[src/rtl/multicycle_control_fsm_pkg.sv]
// Shared definitions for the multicycle sequencer: opcodes, ALU codes,
// state encodings, mux selects and the opcode classification helpers.
package multicycle_control_fsm_pkg;

    // Opcodes of the 4-bit ISA
    localparam logic [3:0] OP_ADD  = 4'd1;
    localparam logic [3:0] OP_SUB  = 4'd2;
    localparam logic [3:0] OP_AND  = 4'd3;
    localparam logic [3:0] OP_OR   = 4'd4;
    localparam logic [3:0] OP_BEQ  = 4'd5;
    localparam logic [3:0] OP_LW   = 4'd8;
    localparam logic [3:0] OP_SW   = 4'd9;
    localparam logic [3:0] OP_ADDI = 4'd10;
    localparam logic [3:0] OP_SUBI = 4'd11;
    localparam logic [3:0] OP_BNE  = 4'd12;
    localparam logic [3:0] OP_HALT = 4'd15;

    // ALU operation codes
    localparam logic [1:0] ALU_ADD = 2'd0;
    localparam logic [1:0] ALU_SUB = 2'd1;
    localparam logic [1:0] ALU_AND = 2'd2;
    localparam logic [1:0] ALU_OR  = 2'd3;

    // ALU B-operand selects
    localparam logic [1:0] SRCB_RT  = 2'd0;
    localparam logic [1:0] SRCB_ONE = 2'd1;
    localparam logic [1:0] SRCB_IMM = 2'd2;

    typedef enum logic [3:0] {
        S_FETCH    = 4'd0,
        S_DECODE   = 4'd1,
        S_EXEC_R   = 4'd2,
        S_EXEC_I   = 4'd3,
        S_MEM_ADDR = 4'd4,
        S_MEM_RD   = 4'd5,
        S_MEM_WR   = 4'd6,
        S_WB_ALU   = 4'd7,
        S_WB_MEM   = 4'd8,
        S_BRANCH   = 4'd9,
        S_HALT     = 4'd10
    } state_t;

    typedef enum logic [2:0] {
        CL_R,
        CL_I,
        CL_MEM,
        CL_BR,
        CL_HALT,
        CL_ILL
    } op_class_t;

    // Datapath control word; field order is the port order of the top
    typedef struct packed {
        logic       pc_write;
        logic       pc_src;
        logic       ir_write;
        logic       i_or_d;
        logic       mem_req;
        logic       mem_we;
        logic       reg_write;
        logic       mem_to_reg;
        logic       alu_src_a;
        logic [1:0] alu_src_b;
        logic [1:0] alu_op;
        logic       halted;
        logic       illegal_op;
    } ctrl_t;

    function automatic op_class_t op_class(input logic [3:0] op);
        case (op)
            OP_ADD, OP_SUB, OP_AND, OP_OR: op_class = CL_R;
            OP_ADDI, OP_SUBI:              op_class = CL_I;
            OP_LW, OP_SW:                  op_class = CL_MEM;
            OP_BEQ, OP_BNE:                op_class = CL_BR;
            OP_HALT:                       op_class = CL_HALT;
            default:                       op_class = CL_ILL;
        endcase
    endfunction

    function automatic logic [1:0] alu_op_of(input logic [3:0] op);
        case (op)
            OP_SUB, OP_BEQ, OP_SUBI, OP_BNE: alu_op_of = ALU_SUB;
            OP_AND:                          alu_op_of = ALU_AND;
            OP_OR:                           alu_op_of = ALU_OR;
            default:                         alu_op_of = ALU_ADD;
        endcase
    endfunction

    // States that own a memory access and may stall on mem_ready
    function automatic logic is_mem_state(input state_t s);
        is_mem_state = (s == S_FETCH) || (s == S_MEM_RD) || (s == S_MEM_WR);
    endfunction

endpackage

[src/rtl/multicycle_control_fsm_mem_wait_timer.sv]
// Memory wait counter with a sticky timeout flag. The count restarts on
// clear; once WAIT_MAX stalled cycles accumulate the flag sets and stays
// set until reset. WAIT_MAX of 0 turns the flag off entirely.
module mem_wait_timer #(
    parameter int WAIT_MAX = 15
) (
    input  logic clk,
    input  logic rst_n,
    input  logic clear,
    input  logic tick,
    output logic timeout
);

    localparam int CW = (WAIT_MAX < 2) ? 1 : $clog2(WAIT_MAX + 1);
    localparam logic            ENABLE   = (WAIT_MAX > 0);
    localparam logic [CW-1:0]   LIMIT    = CW'(WAIT_MAX);
    localparam logic [CW-1:0]   LIMIT_M1 = CW'((WAIT_MAX > 0) ? WAIT_MAX - 1 : 0);

    logic [CW-1:0] count;

    // Saturating stall counter; flag sets on the edge the count reaches the limit
    always_ff @(posedge clk or negedge rst_n) begin
        if (!rst_n) begin
            count   <= '0;
            timeout <= 1'b0;
        end else if (clear) begin
            count <= '0;
        end else if (tick && ENABLE && count != LIMIT) begin
            count <= count + 1'b1;
            if (count == LIMIT_M1)
                timeout <= 1'b1;
        end
    end

endmodule

[src/rtl/multicycle_control_fsm.sv]
// Multicycle sequencer for the 4-bit-opcode RISC core. Moore control word
// decoded from the state register; only the FETCH pc/ir loads, the branch
// pc_write and the DECODE illegal pulse look at live inputs.
module multicycle_control_fsm
    import multicycle_control_fsm_pkg::*;
#(
    parameter int M        = 4,
    parameter int WAIT_MAX = 15
) (
    input  logic         clk,
    input  logic         rst_n,
    input  logic [M-1:0] opcode,
    input  logic         zero,
    input  logic         mem_ready,
    output logic         pc_write,
    output logic         pc_src,
    output logic         ir_write,
    output logic         i_or_d,
    output logic         mem_req,
    output logic         mem_we,
    output logic         reg_write,
    output logic         mem_to_reg,
    output logic         alu_src_a,
    output logic [1:0]   alu_src_b,
    output logic [1:0]   alu_op,
    output logic         halted,
    output logic         illegal_op,
    output logic         mem_timeout,
    output logic [3:0]   state_dbg
);

    state_t     state, state_next;
    logic [3:0] op_in;
    logic [3:0] op_q;
    ctrl_t      ctrl, ctrl_o;
    logic       timeout_q;
    logic       wait_clear, wait_tick;

    assign op_in = 4'(opcode);

    // Next-state selection; op_q carries the instruction past DECODE
    always_comb begin
        state_next = state;
        case (state)
            S_FETCH:    if (mem_ready) state_next = S_DECODE;
            S_DECODE: begin
                case (op_class(op_in))
                    CL_R:    state_next = S_EXEC_R;
                    CL_I:    state_next = S_EXEC_I;
                    CL_MEM:  state_next = S_MEM_ADDR;
                    CL_BR:   state_next = S_BRANCH;
                    CL_HALT: state_next = S_HALT;
                    default: state_next = S_FETCH;
                endcase
            end
            S_EXEC_R, S_EXEC_I: state_next = S_WB_ALU;
            S_MEM_ADDR: state_next = (op_q == OP_SW) ? S_MEM_WR : S_MEM_RD;
            S_MEM_RD:   if (mem_ready) state_next = S_WB_MEM;
            S_MEM_WR:   if (mem_ready) state_next = S_FETCH;
            S_WB_ALU, S_WB_MEM, S_BRANCH: state_next = S_FETCH;
            S_HALT:     state_next = S_HALT;
            default:    state_next = S_FETCH;
        endcase
    end

    // State register and opcode latch
    always_ff @(posedge clk or negedge rst_n) begin
        if (!rst_n) begin
            state <= S_FETCH;
            op_q  <= 4'd0;
        end else begin
            state <= state_next;
            if (state == S_DECODE)
                op_q <= op_in;
        end
    end

    // Wait count restarts whenever a memory state is freshly entered
    assign wait_clear = is_mem_state(state_next) && (state_next != state);
    assign wait_tick  = is_mem_state(state) && !mem_ready;

    mem_wait_timer #(
        .WAIT_MAX (WAIT_MAX)
    ) u_wait (
        .clk     (clk),
        .rst_n   (rst_n),
        .clear   (wait_clear),
        .tick    (wait_tick),
        .timeout (timeout_q)
    );

    // Control word per state; undefined encodings fall to all-zero
    always_comb begin
        ctrl = '0;
        case (state)
            S_FETCH: begin
                ctrl.mem_req   = 1'b1;
                ctrl.alu_src_b = SRCB_ONE;
                ctrl.alu_op    = ALU_ADD;
                ctrl.ir_write  = mem_ready;
                ctrl.pc_write  = mem_ready;
            end
            S_DECODE: ctrl.illegal_op = (op_class(op_in) == CL_ILL);
            S_EXEC_R: begin
                ctrl.alu_src_a = 1'b1;
                ctrl.alu_src_b = SRCB_RT;
                ctrl.alu_op    = alu_op_of(op_q);
            end
            S_EXEC_I: begin
                ctrl.alu_src_a = 1'b1;
                ctrl.alu_src_b = SRCB_IMM;
                ctrl.alu_op    = alu_op_of(op_q);
            end
            S_MEM_ADDR: begin
                ctrl.alu_src_a = 1'b1;
                ctrl.alu_src_b = SRCB_IMM;
                ctrl.alu_op    = ALU_ADD;
            end
            S_MEM_RD: begin
                ctrl.mem_req = 1'b1;
                ctrl.i_or_d  = 1'b1;
            end
            S_MEM_WR: begin
                ctrl.mem_req = 1'b1;
                ctrl.mem_we  = 1'b1;
                ctrl.i_or_d  = 1'b1;
            end
            S_WB_ALU: ctrl.reg_write = 1'b1;
            S_WB_MEM: begin
                ctrl.reg_write  = 1'b1;
                ctrl.mem_to_reg = 1'b1;
            end
            S_BRANCH: begin
                ctrl.alu_src_a = 1'b1;
                ctrl.alu_src_b = SRCB_RT;
                ctrl.alu_op    = ALU_SUB;
                ctrl.pc_src    = 1'b1;
                ctrl.pc_write  = (op_q == OP_BNE) ? ~zero : zero;
            end
            S_HALT:  ctrl.halted = 1'b1;
            default: ctrl = '0;
        endcase
    end

    // Reset forces every output low without waiting for a clock
    assign ctrl_o = rst_n ? ctrl : '0;

    assign pc_write    = ctrl_o.pc_write;
    assign pc_src      = ctrl_o.pc_src;
    assign ir_write    = ctrl_o.ir_write;
    assign i_or_d      = ctrl_o.i_or_d;
    assign mem_req     = ctrl_o.mem_req;
    assign mem_we      = ctrl_o.mem_we;
    assign reg_write   = ctrl_o.reg_write;
    assign mem_to_reg  = ctrl_o.mem_to_reg;
    assign alu_src_a   = ctrl_o.alu_src_a;
    assign alu_src_b   = ctrl_o.alu_src_b;
    assign alu_op      = ctrl_o.alu_op;
    assign halted      = ctrl_o.halted;
    assign illegal_op  = ctrl_o.illegal_op;
    assign mem_timeout = rst_n & timeout_q;
    assign state_dbg   = rst_n ? 4'(state) : 4'd0;

endmodule
[config.mk]
export PLATFORM = sky130hd
export DESIGN_NAME = multicycle_control_fsm
export DESIGN_NICKNAME = d
export VERILOG_FILES = /design/src/rtl/multicycle_control_fsm_pkg.sv /design/src/rtl/multicycle_control_fsm_mem_wait_timer.sv /design/src/rtl/multicycle_control_fsm.sv
export SDC_FILE = /design/constraint.sdc
export NUM_CORES = 1
export LEC_CHECK = 0
export CORE_MARGIN = 5
export CORE_UTILIZATION = 41
export CTS_CLUSTER_SIZE = 10
export DETAILED_ROUTE_END_ITERATION = 16
export PLACE_DENSITY = 0.67
export SYNTH_ARGS = -nofsm -noshare
export SYNTH_HDL_FRONTEND = slang
export SYNTH_SLANG_ARGS = --single-unit
export TNS_END_PERCENT = 20
[constraint.sdc]
create_clock -name clk -period 4.9 [get_ports clk]
set_input_delay 0.735 -clock clk [delete_from_list [all_inputs] [get_ports clk]]
set_output_delay 0.735 -clock clk [all_outputs]
set_load 0.005 [all_outputs]
## Word-level counts from Yosys, hierarchy flattened

Memories as Yosys holds them, arrays and structs flattened.
Cells that the tools add are included.

- Register bits after elaboration: 13
- Bits in read-only memories: 96
- Input port bits: 8
- Output and inout bits: 20
- Word-level logic and storage cells: 82
- Memories kept: 2

Memories:

| memory | depth | width | rd ports | clocked after Yosys merged registers in | write ports | line | RTL |
|---|---|---|---|---|---|---|---|
| (name not given) | 16 | 3 | 1 | 0 | 0 | multicycle_control_fsm_pkg.sv:70 | `case (op)` |
| (name not given) | 16 | 3 | 1 | 0 | 0 | multicycle_control_fsm_pkg.sv:70 |  |

- Add/subtract/negate cells: 1
- Eq/ne operators: 27
- Mux-type cells: 26
- Bitwise logic cells: 3
- Reductions and logical operators: 19

Operator list:

| cell | count |
|---|---|
| case mux 4 bit (5 select lines) | 2 |
| == test 4 x 3 -> 1 bit (second input constant) | 8 |
| == test 4 bit (second input constant) | 7 |
| case mux 4 bit (7 select lines) | 1 |
| two-way mux 4 bit | 6 |
| == test 4 x 2 -> 1 bit (second input constant) | 4 |
| two-way mux 15 bit | 1 |
| two-way mux 1 bit | 11 |
| logical NOT 4 bit | 2 |
| OR reduction 4 bit | 2 |
| == test 3 x 2 -> 1 bit (second input constant) | 2 |
| == test 3 bit (second input constant) | 2 |
| two-way mux 3 bit | 2 |
| case mux 2 bit (3 select lines) | 1 |
| OR reduction 2 bit | 3 |
| adder 4 x 1 -> 4 bit (second input constant) | 1 |
| == test 4 x 1 -> 1 bit (second input constant) | 1 |
| logical OR 1 bit | 4 |
| != test 4 bit | 1 |
| != test 4 bit (second input constant) | 1 |
| == test 3 x 1 -> 1 bit (second input constant) | 1 |
| logical AND 1 bit | 3 |
| logical NOT 3 bit | 1 |
| AND reduction 3 bit | 1 |
| other kinds (7) | 8 |

## Logic depth before layout (Yosys ltp)

Gate-level depths: netlist of run 1.

- Depth in word-level cells: 11
- Mapped depth: 8
- Mapped depth without buffers: 6

## Modules after synthesis

From an unflattened synthesis of run 1, not the netlist that was laid out.

- Cell total of the unflattened synthesis: 159
- Area total of the unflattened synthesis: 1,258.7 um^2

By module, submodules not included:

| module | instances | cells an instance | area each (um^2) |
|---|---|---|---|
| multicycle_control_fsm | 1 | 134 | 970.9 |
| mem_wait_timer | 1 | 25 | 287.8 |

## Worst setup path after synthesis of run 1

OpenSTA, ideal clock, no wires.

- Path type: register to output
- From: register op_q[3]
- To: output alu_op[0]
- Arrival time: 1,458 ps
- Required time: 4,165 ps
- Setup slack: 2,707 ps
- Stages on the path, launching flop included: 7
- Buffers on the path: 0
- Path through: dfrtp_1 -> or3b_2 -> a21oi_1 -> a311oi_1 -> nor3_1 -> a21oi_1 -> nor3b_1

- Longest elaborated chain between the ends: 5
- Elaborated cells between the ends (all ways): 10
- Classes of those cells: eq/ne: 6; mux: 3; reduce/logical: 1

RTL lines:

| element | line | RTL |
|---|---|---|
| start: declaration | multicycle_control_fsm.sv:34 | `logic [3:0] op_q;` |
| start signal: assignment | multicycle_control_fsm.sv:74 | `op_q <= op_in;` |
| == test 4 bit, or another cell as far along | multicycle_control_fsm_pkg.sv:81 | `case (op)` |
| OR reduction 4 bit | multicycle_control_fsm_pkg.sv:81 |  |
| case mux 2 bit (3 select lines) (*) | multicycle_control_fsm_pkg.sv:81 |  |
| case mux 4 bit (5 select lines) (*) | multicycle_control_fsm.sv:95 | `case (state)` |
| two-way mux 15 bit (*) | multicycle_control_fsm.sv:146 | `assign ctrl_o = rst_n ? ctrl : '0;` |
| end: declaration | multicycle_control_fsm.sv:25 | `output logic [1:0] alu_op,` |

Every way passes the cells marked *; elsewhere a longest branch is shown, timed or not.

## Worst setup path after layout of run 1

- From: input rst_n
- To: output pc_write

- Longest elaborated chain between the ends: 1

RTL lines:

| element | line | RTL |
|---|---|---|
| start: declaration | multicycle_control_fsm.sv:11 | `input logic rst_n,` |
| two-way mux 15 bit | multicycle_control_fsm.sv:146 |  |
| end: declaration | multicycle_control_fsm.sv:15 | `output logic pc_write,` |

No other way between the ends.

==> results.txt, run 1 <==
* FFs w/ async S/R, synth: 100.0%
* Number of buffers added on ports: 27
* Final standard cell area without fillers: between 0.0015 and 0.002 mm^2
- Cell count of the worst hold path: 1
- Via count of the first global-routing pass: 1237
- The worst register-to-register path ends at u_wait.count[0].
* Syn Std Cell Area: 0.001271 mm^2
- Final layout net count: about 200
- TritonCTS created 3 clock buffers.
- Worst hold-check path type: flip-flop to flip-flop
* Post-synthesis net count: 179
- For this run, the total global-route usage over all layers was measured as 15.71%.
- CTS built an H-tree with a depth of 1.
- For this block, the via count after detailed routing is ~1300.
* Sequential cell area fraction in the yosys report: 25.59%
- Clock input transition at the sequential cells of the worst setup and hold paths: 0.08 ns
* Tightest Pin Transition: roughly 0.64 ns
- Synthesized instance count: 169
- Derived from the worst setup path, the maximum achievable clock frequency is 289.7 MHz.
- The worst path uses a little over two thirds of the clock period.
- Data arrival, critical path: 2.72 ns
- IR analysis of the VDD net gives a maximum drop of 217.4 uV.
- The congestion estimate from routability-driven global placement came to approximately 0.87.
* Critical Path Start Type: primary input
- By count the netlist is led by sky130_fd_sc_hd__nand2_1, sky130_fd_sc_hd__a21oi_1, sky130_fd_sc_hd__nor2_1, sky130_fd_sc_hd__dfrtp_1, sky130_fd_sc_hd__o21ai_0.
- Post-synth cell types: 50
- Dividing total power by cell area gives a power density of between 500 and 600 mW/mm^2.
- EDFF count, synth: 0
* Most instantiated library cell after synthesis: sky130_fd_sc_hd__nand2_1
- Average detailed-routed wire length per instance: around 14 um
* Area of the multi-input gates: about 850 um^2
- Worst setup timing slack at the placement stage: 1.375 ns
- Horizontal extent of the die: 65.68 um
- For this run, the detailed router's first-pass iteration total came to 4.
- Global routing finished with a remaining overflow of 0.
* Worst Setup Slack, final: 1.448 ns
- The initial antenna violation count came to 0.
* DRC viols: 0
- Buffer type at the clock tree root: sky130_fd_sc_hd__clkbuf_4
* Total Negative Setup Slacks: 0 ns
- The layout has between 300 and 400 filler cells.
- The synthesized design spends more area on one cell type than any other, namely sky130_fd_sc_hd__dfrtp_1.
- The run finished with clean final reports.
- The number of hold buffers added after CTS was 0.
- Detailed placement ended at an HPWL of 2.467 mm.
- The clock drives 13 sinks.
- Across the run, the number of max-cap violations was 0.
- Worst hold path startpoint: u_wait.timeout
- R2r worst-path depth: 6
- STA classifies the critical path endpoint as an output port.
* Area taken by flip-flops and latches: 325.3 um^2
- The die is 65.68 um tall.
- 0 antenna diodes ended up in the layout.
- The first global-routing pass estimated 5.430 mm of wire.
- Ranked by total cell area, the synthesized netlist is headed by sky130_fd_sc_hd__dfrtp_1, sky130_fd_sc_hd__a21oi_1, sky130_fd_sc_hd__nand2_1.
- Dominant register cell in the synthesized netlist: sky130_fd_sc_hd__dfrtp_1
* Synthesized area per cell: 7.522 um^2
* Final Skew: 0.003592 ns
- The final number of hold-violating endpoints was 0.
- Final Max Tran Viols: 0
- The final layout contains routed wiring with a total length of 3.144 mm.
- In this run the critical register-to-register path is launched from state[2].
- Synth warn: 0
- Leakage power summed over all cells: roughly 0.66 nW
* Unrepaired setup endpoints after global routing: false
* Post CTS Setup Buffer Count: 0
- Worst reg-to-reg setup slack: 2.71 ns
- Total number of placement rows: 20
- Share of final-layout standard cells stronger than drive strength 1: under 10%
- In this run, the number of DRC markers left after iteration 0 of detailed routing was 58.
* Worst-path fanout max: 16
- The critical path is of the primary input to output port type.
* Clock insertion delay at the later pin of the skew report: 0.29 ns
- Clock tree from TritonCTS: done
- The most critical setup path has its startpoint at rst_n.
* Min cycle time layout: 3.452 ns
- The clock passes through at most 2 buffers.
- STA puts the critical path data required time at 4.16 ns.
- Total of endpoints with negative setup slack in the final report: 0
- Starting density of the core: 42.33%
- Placeable Area: 0.003003 mm^2
* Placed Area: approximately 0.0015 mm^2
- Of the post-synthesis cell area, the dominant cell type holds 25.59%.
* Count of instances resized after the clock tree is built: 0
* Growth of design area from synthesis to finish: 21.95%
- Slew headroom: 57.49%
* Via density: roughly 5.8
* Total of flip-flops plus latches after synthesis: 13
- 28 I/O pins were placed.
- Endpoint of the worst hold path: u_wait.timeout
- Maximum number of pins on one net before global-route repair: 21
- Die Footprint: 0.004314 mm^2
- Once detail routing completed, the nets flagged for antenna violations numbered 0.
==> worst max-delay path: stages <==
cell and delay [ns]:
sky130_fd_sc_hd__clkdlybuf4s50_1 0.79, sky130_fd_sc_hd__buf_4 0.27, sky130_fd_sc_hd__and3_1 0.19, sky130_fd_sc_hd__and2_1 0.15
sky130_fd_sc_hd__a21o_1 0.09, sky130_fd_sc_hd__clkdlybuf4s50_1 0.49
==> cells by family after synthesis <==
| family | count (synthesis) | share of synthesized area, % |
|---|---|---|
| AOI/OAI and AO/OA | 44 | 23.82 |
| xor gates and xnor gates | 6 | 4.134 |
| adders and majority gates | 2 | 1.968 |
| and+or+nand+nor | 81 | 34.75 |
| DFF | 13 | 25.59 |
| buffers and inverters | 20 | 7.382 |
| muxes | 3 | 2.362 |
==> flip-flops by register name (all words and copies together) (netlist names) <==
name / count
op_q: 4
u_wait.count: 4
u_wait.timeout: 1
state: 4
==> where the power goes <==
group	internal, mW	switching [mW]	leakage (nW)
Clock	0.0304	0.0398	0.0177
Combinational	0.226	0.244	0.469
Sequential	0.144	0.103	0.169
Total	0.401	0.387	0.655
==> per-stage QoR <==
step / hold WS (ns) / power [mW] / utilization, % / instances
floorplan: 0.4290 / 0.5817 / - / 169
global placement: 0.4410 / 0.7088 / 50.71 / 217
detailed placement: 0.4812 / 0.7205 / 50.71 / 217
CTS: 0.5014 / 0.7916 / 51.63 / 221
global route: 0.5189 / 0.8604 / 51.63 / 221
finish: 0.4911 / 0.7873 / 51.63 / 221
==> final cells by class <==
cell class              count  area share [%]
well taps                  33           2.663
inverters                   7           1.695
multi-input cells         136           54.96
flip-flops and latches     13           20.98
clock inverters             1          0.3228
clock buffers               3           1.453
repair buffers             28           17.92
==> cell usage in the layout, fill, tap and decap left out, types with 2 or more instances in the layout <==
cell type	synthesis	routed
sky130_fd_sc_hd__o21ai_0	9	9
sky130_fd_sc_hd__inv_1	7	7
sky130_fd_sc_hd__nor3b_1	2	2
sky130_fd_sc_hd__a211oi_1	2	2
sky130_fd_sc_hd__and2_1	6	6
sky130_fd_sc_hd__nand3_1	4	4
sky130_fd_sc_hd__nand2_1	20	20
sky130_fd_sc_hd__ha_1	2	2
sky130_fd_sc_hd__clkdlybuf4s50_1	0	27
sky130_fd_sc_hd__nor2b_1	7	7
sky130_fd_sc_hd__nor2_1	16	16
sky130_fd_sc_hd__clkbuf_4	0	3
sky130_fd_sc_hd__nor3_1	6	6
sky130_fd_sc_hd__nand2b_1	5	5
sky130_fd_sc_hd__dfrtp_1	13	13
sky130_fd_sc_hd__mux2i_1	3	3
sky130_fd_sc_hd__xor2_1	5	5
sky130_fd_sc_hd__and3_1	4	4
sky130_fd_sc_hd__a21oi_1	16	16
==> how the worst max path moves through the flow <==
stage                      endpoint  slack (ns)  cells past startpoint
final                      pc_write        1.45                      6
after global placement    alu_op[1]        1.42                      5
after detailed placement   pc_write        1.37                      6
after CTS                  pc_write        1.38                      6
after global routing       pc_write        1.21                      6
after floorplan           alu_op[0]        2.71                      6
==> layer usage <==
metal  global-route usage (%)  vias to the layer above  routed length (um)
met5                        0                        -                   0
met4                    3.368                        0                  12
met3                    2.393                        2                 110
met2                    27.78                       23                1639
met1                    19.94                      613                1382
li1                         -                      641                   -
Power figures use the tool's default switching activity.
==> inputs of run 2 (changes only) <==
Settings changed: PLACE_DENSITY 0.67 to 0.7.
Clock period 4.9 ns to 2.8 ns, I/O delays scaled along.
==> run 2 against run 1 <==
Final area rose by 6.2%. Count of clock-buffer cells in the layout grew 1. Core utilization is 3.2 points higher. Largest cell class unchanged. Highest routed layer unchanged. Sequential cell count unchanged. Non-clock buffer count increased by 12. Clock skew rose by 0.0034 ns. Hold slack lost 0.020 ns. Setup slack worse by 1.2 ns. Global-route usage grew 2.5 points. Sequential power is 52% higher. Clock power up 87%.
==> results.txt, run 2 (synthesis gave the netlist of run 1 again) <==
* Run status: finished, final reports clean
- The detail-routed net length per standard cell came to 15.53 um (+9.1%).
* Beginning of the critical path: state[3]
* R2r worst-path depth: 8 (+2)
- The total of hold buffers inserted after clock tree synthesis is 0 (unchanged).
- The via density per instance was 5.824 (+0.63%).
* Critical Path Start Type: flip-flop
- The top-level I/O count is 28 (unchanged).
* Pre-Repair DR Iteration Count: 4 (unchanged)
- Starting density of the core: 42.33% (unchanged)
- Registers with the highest flip-flop counts: op_q (4), state (4), u_wait.count (4)
- Worst-path fanout max: 10 (-6)
* Placed wire-length estimate after detailed placement: 2.785 mm (+13%)
- Chip Height: 65.68 um (unchanged)
- The top cell types in the final layout, fill and taps aside, are sky130_fd_sc_hd__clkdlybuf4s50_1, sky130_fd_sc_hd__nand2_1, sky130_fd_sc_hd__nor2_1, sky130_fd_sc_hd__a21oi_1.
- The wire length of the first global-routing pass was 6.168 mm (+14%).
* Final Skew: 0.007040 ns (+0.003448 ns)
- Endpoint of the most critical register-to-register path: u_wait.count[3]
- TritonCTS built the clock tree.
- Top achievable clock speed: 386.9 MHz
- DRC viols: 0 (unchanged)
- Horizontal extent of the die: 65.68 um (unchanged)
- Antenna-violating nets left: 0 (unchanged)
- The die area came to 0.004314 mm^2 (unchanged).
* Worst hold-check path type: flip-flop to flip-flop
* Total clock buffers created by CTS: 3 (unchanged)
* Placeable Area: 0.003003 mm^2 (unchanged)
- Min cycle time layout: 2.584 ns
- Antenna violations before repair: 0 (unchanged)
- The instance count along the most critical hold path was 1 (unchanged).
- Clock tree sinks: 13 (unchanged)
- Following the worst setup path forward leads to its endpoint at pc_write.
- Total number of H-tree levels: 1 (unchanged)
* Combined global-route utilization of all metal layers: 18.23% (+2.5 points)
* Crit Path Class: flip-flop to output port
- Via count of the routed design: 1357 (+6.1%)
- The minimum setup slack among reg-to-reg paths is 0.58 ns (-2.13 ns).
- Number of buffers added on ports: 27 (unchanged)
* Most common cell after layout, fill and taps aside: sky130_fd_sc_hd__clkdlybuf4s50_1
- Total grt overflow: 0 (unchanged)
- The largest buffer count on any clock path came to 2 (unchanged).
* Worst Setup End Kind: output port
- Tightest Pin Transition: 0.4238 ns (-0.2139 ns)
* Share of the clock period used by the worst path after layout: about 92%
- Detailed router's first-iteration violation count: 33 (-43%)
- Slew headroom: 71.75% (+14 points)
- Total routed wirelength: 3.618 mm (+15%)
- The area growth from synthesis to layout is 29.53%.
* Worst Setup Slack, final: 0.2157 ns (-1.232 ns)
* Via count of the first global-routing pass: 1306 (+5.6%)
- The placer congestion estimate was 0.9310 (+6.8%).
- The max-cap check violation count is 0 (unchanged).
- The leakage power total was 0.7327 nW (+12%).
- Clock insertion delay at the later pin of the skew report: 0.29 ns (about the same)
- Total number of placement rows: 20 (unchanged)
- Total Negative Setup Slacks: 0 ns (unchanged)
- The number of slew-limit violations in the final report came to 0 (unchanged).
- Unrepaired setup endpoints after global routing: false
* Antenna Cells: 0 (unchanged)
* Maximum number of pins on one net before global-route repair: 23 (+9.5%)
* Total of endpoints with negative setup slack in the final report: 0 (unchanged)
- The share of post-route cells with drive strength above 1 is 12.00% (+5.6 points).
* Startpoint of the lowest-slack register-to-register path: state[2]
- Worst setup timing slack at the placement stage: 0.2457 ns (-1.129 ns)
* Buffer type at the clock tree root: sky130_fd_sc_hd__clkbuf_4
- Clock input transition at the sequential cells of the worst setup and hold paths: 0.10 ns (+0.02 ns)
* Required time of the critical path: 2.38 ns (-1.78 ns)
- Data arrival, critical path: 2.16 ns (-0.56 ns)
- The highest ir drop seen on vdd came to 493.2 uV (+130%).
- The power density normalized to cell area was 915.7 mW/mm^2 (+80%).
- The final number of hold-violating endpoints came to 0 (unchanged).
- The net count reported at finish came to 211 (+6.0%).
[run 2: changes by cell type in the layout (fill, tap and decap cells not counted), sizes merged]
cell and change:
buf +12, clkbuf +1, clkdlybuf4s50 -1, clkinv -1, dlymetal6s2s +1
[run 2: worst max-delay path: stages (launching register included)]
cell and delay [ns]:
sky130_fd_sc_hd__dfrtp_1 0.53, sky130_fd_sc_hd__nor2_1 0.35, sky130_fd_sc_hd__and3_1 0.25, sky130_fd_sc_hd__and2_1 0.15, sky130_fd_sc_hd__a21o_1 0.09, sky130_fd_sc_hd__clkdlybuf4s50_1 0.50
[run 2: per-layer routing]
layer  vias up  share of wire [%]  track usage (%)
li1        662                  -                -
met1       664                 43            22.20
met2        26                 52            32.42
met3         5                4.1            3.077
met4         0                1.2            5.440
met5         -                  0                0
[run 2: final cells by class]
cell class,instances,area (um^2)
Fill cell,303,1356
Multi-Input combinational cell,136,857.1
Timing Repair Buffer,40,370.4
Sequential cell,13,325.3
Tap cell,33,41.29
Clock buffer,4,26.28
Inverter,7,26.28
[run 2: how the worst min path moves through the flow]
stage,startpoint,end,slack [ns]
finish,u_wait.timeout,u_wait.timeout,0.47
global route,u_wait.timeout,u_wait.timeout,0.50
CTS,u_wait.timeout,u_wait.timeout,0.47
detailed placement,u_wait.timeout,u_wait.timeout,0.45
global placement,u_wait.timeout,u_wait.timeout,0.45
floorplan,rst_n,op_q[0],0.12
[run 2: repair_timing]
item,CTS,global route
pin swaps,0,1
resized for setup,0,2
setup buffers,1,2
setup endpoints to repair,1,1
[run 2: power breakdown]
| group | switching, mW | total, mW | internal (mW) | leakage (nW) |
|---|---|---|---|---|
| clock | 0.0756 | 0.131 | 0.0554 | 0.0150 |
| sequential | 0.123 | 0.377 | 0.254 | 0.169 |
| combinational | 0.524 | 1.00 | 0.476 | 0.549 |
| total | 0.723 | 1.51 | 0.785 | 0.733 |
[run 2: metrics by stage]
step / instances / instance area (um^2) / hold slack, ns / power (mW) / util [%]
after global routing: 233 / 1647 / 0.4967 / 1.652 / 54.83
after global placement: 226 / 1590 / 0.4537 / 1.314 / 52.96
after floorplan: 169 / 1271 / 0.1244 / 1.018 / -
final: 233 / 1647 / 0.4710 / 1.508 / 54.83
after detailed placement: 226 / 1590 / 0.4539 / 1.338 / 52.96
after CTS: 231 / 1624 / 0.4723 / 1.483 / 54.08
